<file path="src/rtl/inst_fetch_queue.sv">
// inst_fetch_queue: fetch sequencer with static JAL redirect feeding an 8-deep instruction/PC queue.
module inst_fetch_queue #(
   parameter int          QUEUE_ADDR_W = 3,
   parameter logic [31:0] RESET_PC     = 32'h0
) (
   input  logic        clk_in,
   input  logic        rst_in,
   input  logic        rdy_in,
   output logic        icache_req_valid,
   output logic [31:0] icache_req_addr,
   input  logic        icache_resp_valid,
   input  logic [31:0] icache_resp_inst,
   output logic        issue_valid,
   output logic [31:0] issue_inst,
   output logic [31:0] issue_pc,
   input  logic        issue_ready,
   input  logic        flush_in,
   input  logic [31:0] flush_pc
);
   localparam int DEPTH = 1 << QUEUE_ADDR_W;
   typedef enum logic [1:0] {IDLE, WAIT, DROP} state_t;
   state_t state, state_nx;
   logic [31:0] pc, pc_nx, jal_imm;
   logic [QUEUE_ADDR_W-1:0] head, tail;
   logic [QUEUE_ADDR_W:0] count;
   logic [31:0] q_inst [DEPTH];
   logic [31:0] q_pc [DEPTH];
   logic full, push, pop;
   assign full = count[QUEUE_ADDR_W];
   assign jal_imm = {{11{icache_resp_inst[31]}}, icache_resp_inst[31], icache_resp_inst[19:12],
                     icache_resp_inst[20], icache_resp_inst[30:21], 1'b0};
   assign pc_nx = (icache_resp_inst[6:0] == 7'b1101111) ? pc + jal_imm : pc + 32'd4;
   assign push = !flush_in && state == WAIT && icache_resp_valid;
   assign pop = !flush_in && count != 0 && issue_ready;
   assign icache_req_valid = state == WAIT;
   assign icache_req_addr = pc;
   assign issue_valid = count != 0;
   assign issue_inst = q_inst[head];
   assign issue_pc = q_pc[head];
   // a response always retires the single outstanding request, even under flush
   always_comb begin
      state_nx = state;
      unique case (state)
         IDLE: state_nx = (!full && !flush_in) ? WAIT : IDLE;
         WAIT: state_nx = icache_resp_valid ? IDLE : (flush_in ? DROP : WAIT);
         DROP: state_nx = icache_resp_valid ? IDLE : DROP;
         default: state_nx = IDLE;
      endcase
   end
   always_ff @(posedge clk_in or posedge rst_in) begin
      if (rst_in) begin
         state <= IDLE;
         pc <= RESET_PC;
         head <= '0;
         tail <= '0;
         count <= '0;
         for (int i = 0; i < DEPTH; i++) begin
            q_inst[i] <= '0;
            q_pc[i] <= '0;
         end
      end else if (rdy_in) begin
         state <= state_nx;
         if (flush_in) begin
            head <= '0;
            tail <= '0;
            count <= '0;
            pc <= flush_pc;
         end else begin
            if (push) begin
               q_inst[tail] <= icache_resp_inst;
               q_pc[tail] <= pc;
               tail <= tail + 1'b1;
               pc <= pc_nx;
            end
            if (pop) head <= head + 1'b1;
            count <= count + (QUEUE_ADDR_W+1)'(push) - (QUEUE_ADDR_W+1)'(pop);
         end
      end
   end
endmodule

</file>
<file path="config.mk">
export PLATFORM = sky130hd
export DESIGN_NAME = inst_fetch_queue
export DESIGN_NICKNAME = d
export VERILOG_FILES = /design/src/rtl/inst_fetch_queue.sv
export SDC_FILE = /design/constraint.sdc
export NUM_CORES = 1
export LEC_CHECK = 0
export ABC_AREA = 1
export CAP_MARGIN = 25
export CORE_ASPECT_RATIO = 1.75
export CORE_MARGIN = 1
export CORE_UTILIZATION = 42
export DETAILED_ROUTE_END_ITERATION = 10
export GPL_TIMING_DRIVEN = 0
export RECOVER_POWER = 25
export SLEW_MARGIN = 20
export SYNTH_ARGS = -nofsm -noshare
export SYNTH_HDL_FRONTEND = slang
export SYNTH_SLANG_ARGS = --single-unit
export TNS_END_PERCENT = 100
</file>
<file path="constraint.sdc">
create_clock -name clk_in -period 39.8 [get_ports clk_in]
set_clock_uncertainty 0.2 [all_clocks]
set_input_delay 11.94 -clock clk_in [delete_from_list [all_inputs] [get_ports clk_in]]
set_output_delay 11.94 -clock clk_in [all_outputs]
set_load 0.05 [all_outputs]
</file>
==> impl_metrics.sql <==
INSERT INTO impl_metrics (metric_group, metric, value, unit) VALUES
('clock_network', 'cts_resized', '0', ''),
('clock_network', 'tritoncts_num_sinks', '556', ''),
('grt', 'via_count_of_the_first_global_routing_pass', '26400', ''),
('floorplan', 'design.core.area', '0.0653', 'sq mm'),
('route', 'wl_per_cell', '22.5', 'um'),
('timing', 'slew_headroom', '-279', '%'),
('synth', 'synth_async_sr_flop_share', '100', '%'),
('power_and_ir_drop', 'p_sw', '0.865', 'mW'),
('synth', 'count_of_warnings_emitted_by_yosys', '0', ''),
('final_layout', 'post_route_cells_drive_above_1_share', '6.36', '%'),
('timing', 'timing.final.max_slew_violations', '339', ''),
('floorplan', 'dieArea', '0.0670', 'sq mm'),
('clock_network', 'buffer_type_at_the_clock_tree_root', 'sky130_fd_sc_hd__clkbuf_16', ''),
('synth', 'synth_enable_flop_cells', '0', ''),
('grt', 'globalRouteTotalUtil', '31.9', '%'),
('final_layout', 'layout.cells.most_common', 'sky130_fd_sc_hd__nand2_1', ''),
('job', 'count_of_maximum_capacitance_violations', '4', ''),
('clock_network', 'clock_latency', '0.61', 'ns'),
('clock_network', 'htree_num_levels', '2', ''),
('timing', 'totalNegativeSetupSlack', '0', 'ns'),
('final_layout', 'layout_common_cells', 'sky130_fd_sc_hd__nand2_1 (857), sky130_fd_sc_hd__dfrtp_1 (556), sky130_fd_sc_hd__nor2_1 (531), sky130_fd_sc_hd__o21ai_1 (475), sky130_fd_sc_hd__o21ai_0 (343)', ''),
('route', 'number_of_violations_reported_at_the_end_of_detailed_routing_iteration_0', '1964', ''),
('power_and_ir_drop', 'cell_leakage_power', '14.8', 'nW'),
('power_and_ir_drop', 'powerDensity', '63.2', 'mW/mm^2'),
('setup_path', 'crit_path_max_incr_delay', '4.06', 'ns'),
('timing', 'slew_at_the_pin_closest_to_its_max_slew_limit', '5.68', 'ns'),
('timing', 'period_minus_slack', '19.12', 'ns'),
('synth', 'synth-main-ff-cell', 'sky130_fd_sc_hd__dfrtp_1', ''),
('clock_network', 'tritoncts_clock_tree', 'yes', ''),
('route', 'viasPerCell', '5.54', ''),
('floorplan', 'fp.dieW', '196', 'um'),
('route', 'number_of_remaining_drc_errors', '0', ''),
('clock_network', 'post_cts_hold_buffers', '0', ''),
('synth', 'cell_count_after_synthesis', '3584', ''),
('setup_path', 'r2r_start', 'icache_req_addr[2]', ''),
('run_status', 'status', 'finished, violations left', ''),
('power_and_ir_drop', 'power.clock.fraction', '26.5', '%'),
('route', 'detailroute.via_count', '26200', ''),
('synth', 'ys_seq_area_share', '50.3', '%'),
('setup_path', 'critical_path.endpoint_type', 'asynchronous set/reset pin', ''),
('route', 'drt-total-wl', '106000', 'um'),
('place', 'numPortBuffers', '166', ''),
('min_path', 'timing.hold.worst.class', 'reg -> reg', ''),
('grt', 'antenna_violations_before_repair', '0', ''),
('clock_network', 'clockBufferDepth', '3', ''),
('place', 'finalWeightedCongestion', '0.948', ''),
('min_path', 'hold_path_startpoint', 'q_pc[221]', ''),
('route', 'drt_first_pass_iters', '8', ''),
('power_and_ir_drop', 'cell_internal_pwr', '1.18', 'mW'),
('timing', 'hold_viol', '0', ''),
('power_and_ir_drop', 'p_comb_share', '41.6', '%'),
('final_layout', 'final_cell_area', '0.0324', 'sq mm'),
('route', 'maxUsedRoutingLayer', 'met4', ''),
('final_layout', 'syn_to_final_growth', '17.0', '%'),
('place', 'postPlaceCellArea', '0.0306', 'sq mm'),
('grt', 'grt_overflow_total', '0', ''),
('power_and_ir_drop', 'netSwitchingFraction', '42.3', '%'),
('final_layout', 'nFillCells', '6687', ''),
('timing', 'final_min_period_over_clock_period', '48.0', '%'),
('floorplan', 'start_util', '42.4', '%'),
('power_and_ir_drop', 'irDropWorstVdd', '0.0398', 'mV'),
('route', 'final_antenna_net_count', '0', ''),
('setup_path', 'crit_slowest_cell', 'sky130_fd_sc_hd__clkbuf_1', ''),
('timing', 'fmax', '0.0523', 'GHz'),
('clock_network', 'post-cts-setup-buffer-count', '0', ''),
('route', 'route.met2.wl', '54900', 'um'),
('clock_network', 'worst_setup_hold_path_clk_slew', '0.07', 'ns'),
('run_status', 'violations', 'capacitance limit, slew limit', ''),
('grt', 'grt_first_pass_wirelength', '160000', 'um'),
('synth', 'syn_area_per_cell', '7.73', 'sq um'),
('power_and_ir_drop', 'power.share.sequential', '32.0', '%');
## worst max-delay path: cells and delay by family
family / cells / cell delay [ns]
buffers and inverters: 3 / 6.14
## final cells by class
type                            count  area, sq um  share of cell area (%)
Buffer                            235         1050                    3.25
Inverter                          189          711                    2.19
Clock buffer                       79         1590                    4.92
Tap cell                          882         1100                    3.41
Sequential cell                   556        13900                    43.0
Antenna cell                        3         7.51                  0.0232
Timing Repair Buffer              173         1770                    5.45
Clock inverter                     15          234                   0.722
Multi-Input combinational cell   2604        12000                    37.1
## per-layer routing
metal	global-route usage, %	up-vias
met2	57.7	850
li1	-	12300
met5	0	-
met1	35.0	12800
met3	3.80	293
met4	21.2	0
## logic make-up (layout without fill, tap and decap cells)
logic type | Yosys count | after routing | synth area share (%)
and+or+nand+nor | 1508 | 1508 | 21.3
AOI/OAI and AO/OA | 1037 | 1037 | 19.6
DFF | 556 | 556 | 50.3
buffers and inverters | 424 | 691 | 6.37
adders and majority gates | 40 | 40 | 1.86
xor gates and xnor gates | 19 | 19 | 0.601
other | 0 | 3 | 0
## sequential cells by signal (all words and copies together), names as in the netlist
name,count
head,3
icache_req_addr,32
tail,3
count,4
q_inst,256
q_pc,256
state,2
## through the flow
stage | cells | total power [mW] | setup WS [ns] | util, % | hold slack, ns
after floorplan | 3584 | 1.20 | 12.11 | - | 0.248
after global placement | 4632 | 1.50 | 4.54 | 46.6 | 0.260
after detailed placement | 4639 | 1.51 | 23.74 | 46.9 | 0.268
after CTS | 4733 | 2.05 | 23.08 | 49.7 | 0.283
after global routing | 4733 | 2.14 | 19.28 | 49.6 | 0.298
final | 4736 | 2.05 | 20.68 | 49.6 | 0.280
## worst paths after layout
path	to	slack, ns	cells after the start
setup / recovery	q_pc[207]	20.68	3
hold / removal	q_pc[221]	0.28	2
min in group asynchronous	q_inst[149]	12.36	2
hold reg to reg	q_pc[221]	0.28	2
setup reg to reg	icache_req_addr[21]	36.61	14
max in group clk_in	issue_pc[29]	23.05	8
## synthesized netlist by cell type, types with 13 or more instances
cell / count / area (sq um)
sky130_fd_sc_hd__o21a_1: 16 / 120
sky130_fd_sc_hd__o21ai_0: 343 / 1720
sky130_fd_sc_hd__ha_1: 38 / 475
sky130_fd_sc_hd__buf_1: 13 / 48.8
sky130_fd_sc_hd__clkbuf_1: 85 / 319
sky130_fd_sc_hd__xor2_1: 16 / 140
sky130_fd_sc_hd__inv_1: 178 / 668
sky130_fd_sc_hd__a31oi_1: 67 / 419
sky130_fd_sc_hd__nor2_1: 531 / 1990
sky130_fd_sc_hd__o21ai_1: 475 / 2380
sky130_fd_sc_hd__nor3_1: 18 / 90.1
sky130_fd_sc_hd__nand2_1: 857 / 3220
sky130_fd_sc_hd__dfrtp_1: 556 / 13900
sky130_fd_sc_hd__o22ai_1: 71 / 444
sky130_fd_sc_hd__buf_2: 137 / 686
sky130_fd_sc_hd__a21oi_1: 50 / 250
sky130_fd_sc_hd__nand3_1: 78 / 390
## power by group through the flow
stage | logic [mW] | registers (mW) | clock network, mW
floorplan | 0.529 | 0.674 | 0
global placement | 0.842 | 0.663 | 0
detailed placement | 0.848 | 0.663 | 0
CTS | 0.850 | 0.653 | 0.547
global route | 0.913 | 0.659 | 0.565
finish | 0.850 | 0.654 | 0.541
Power figures use the tool's default switching activity.
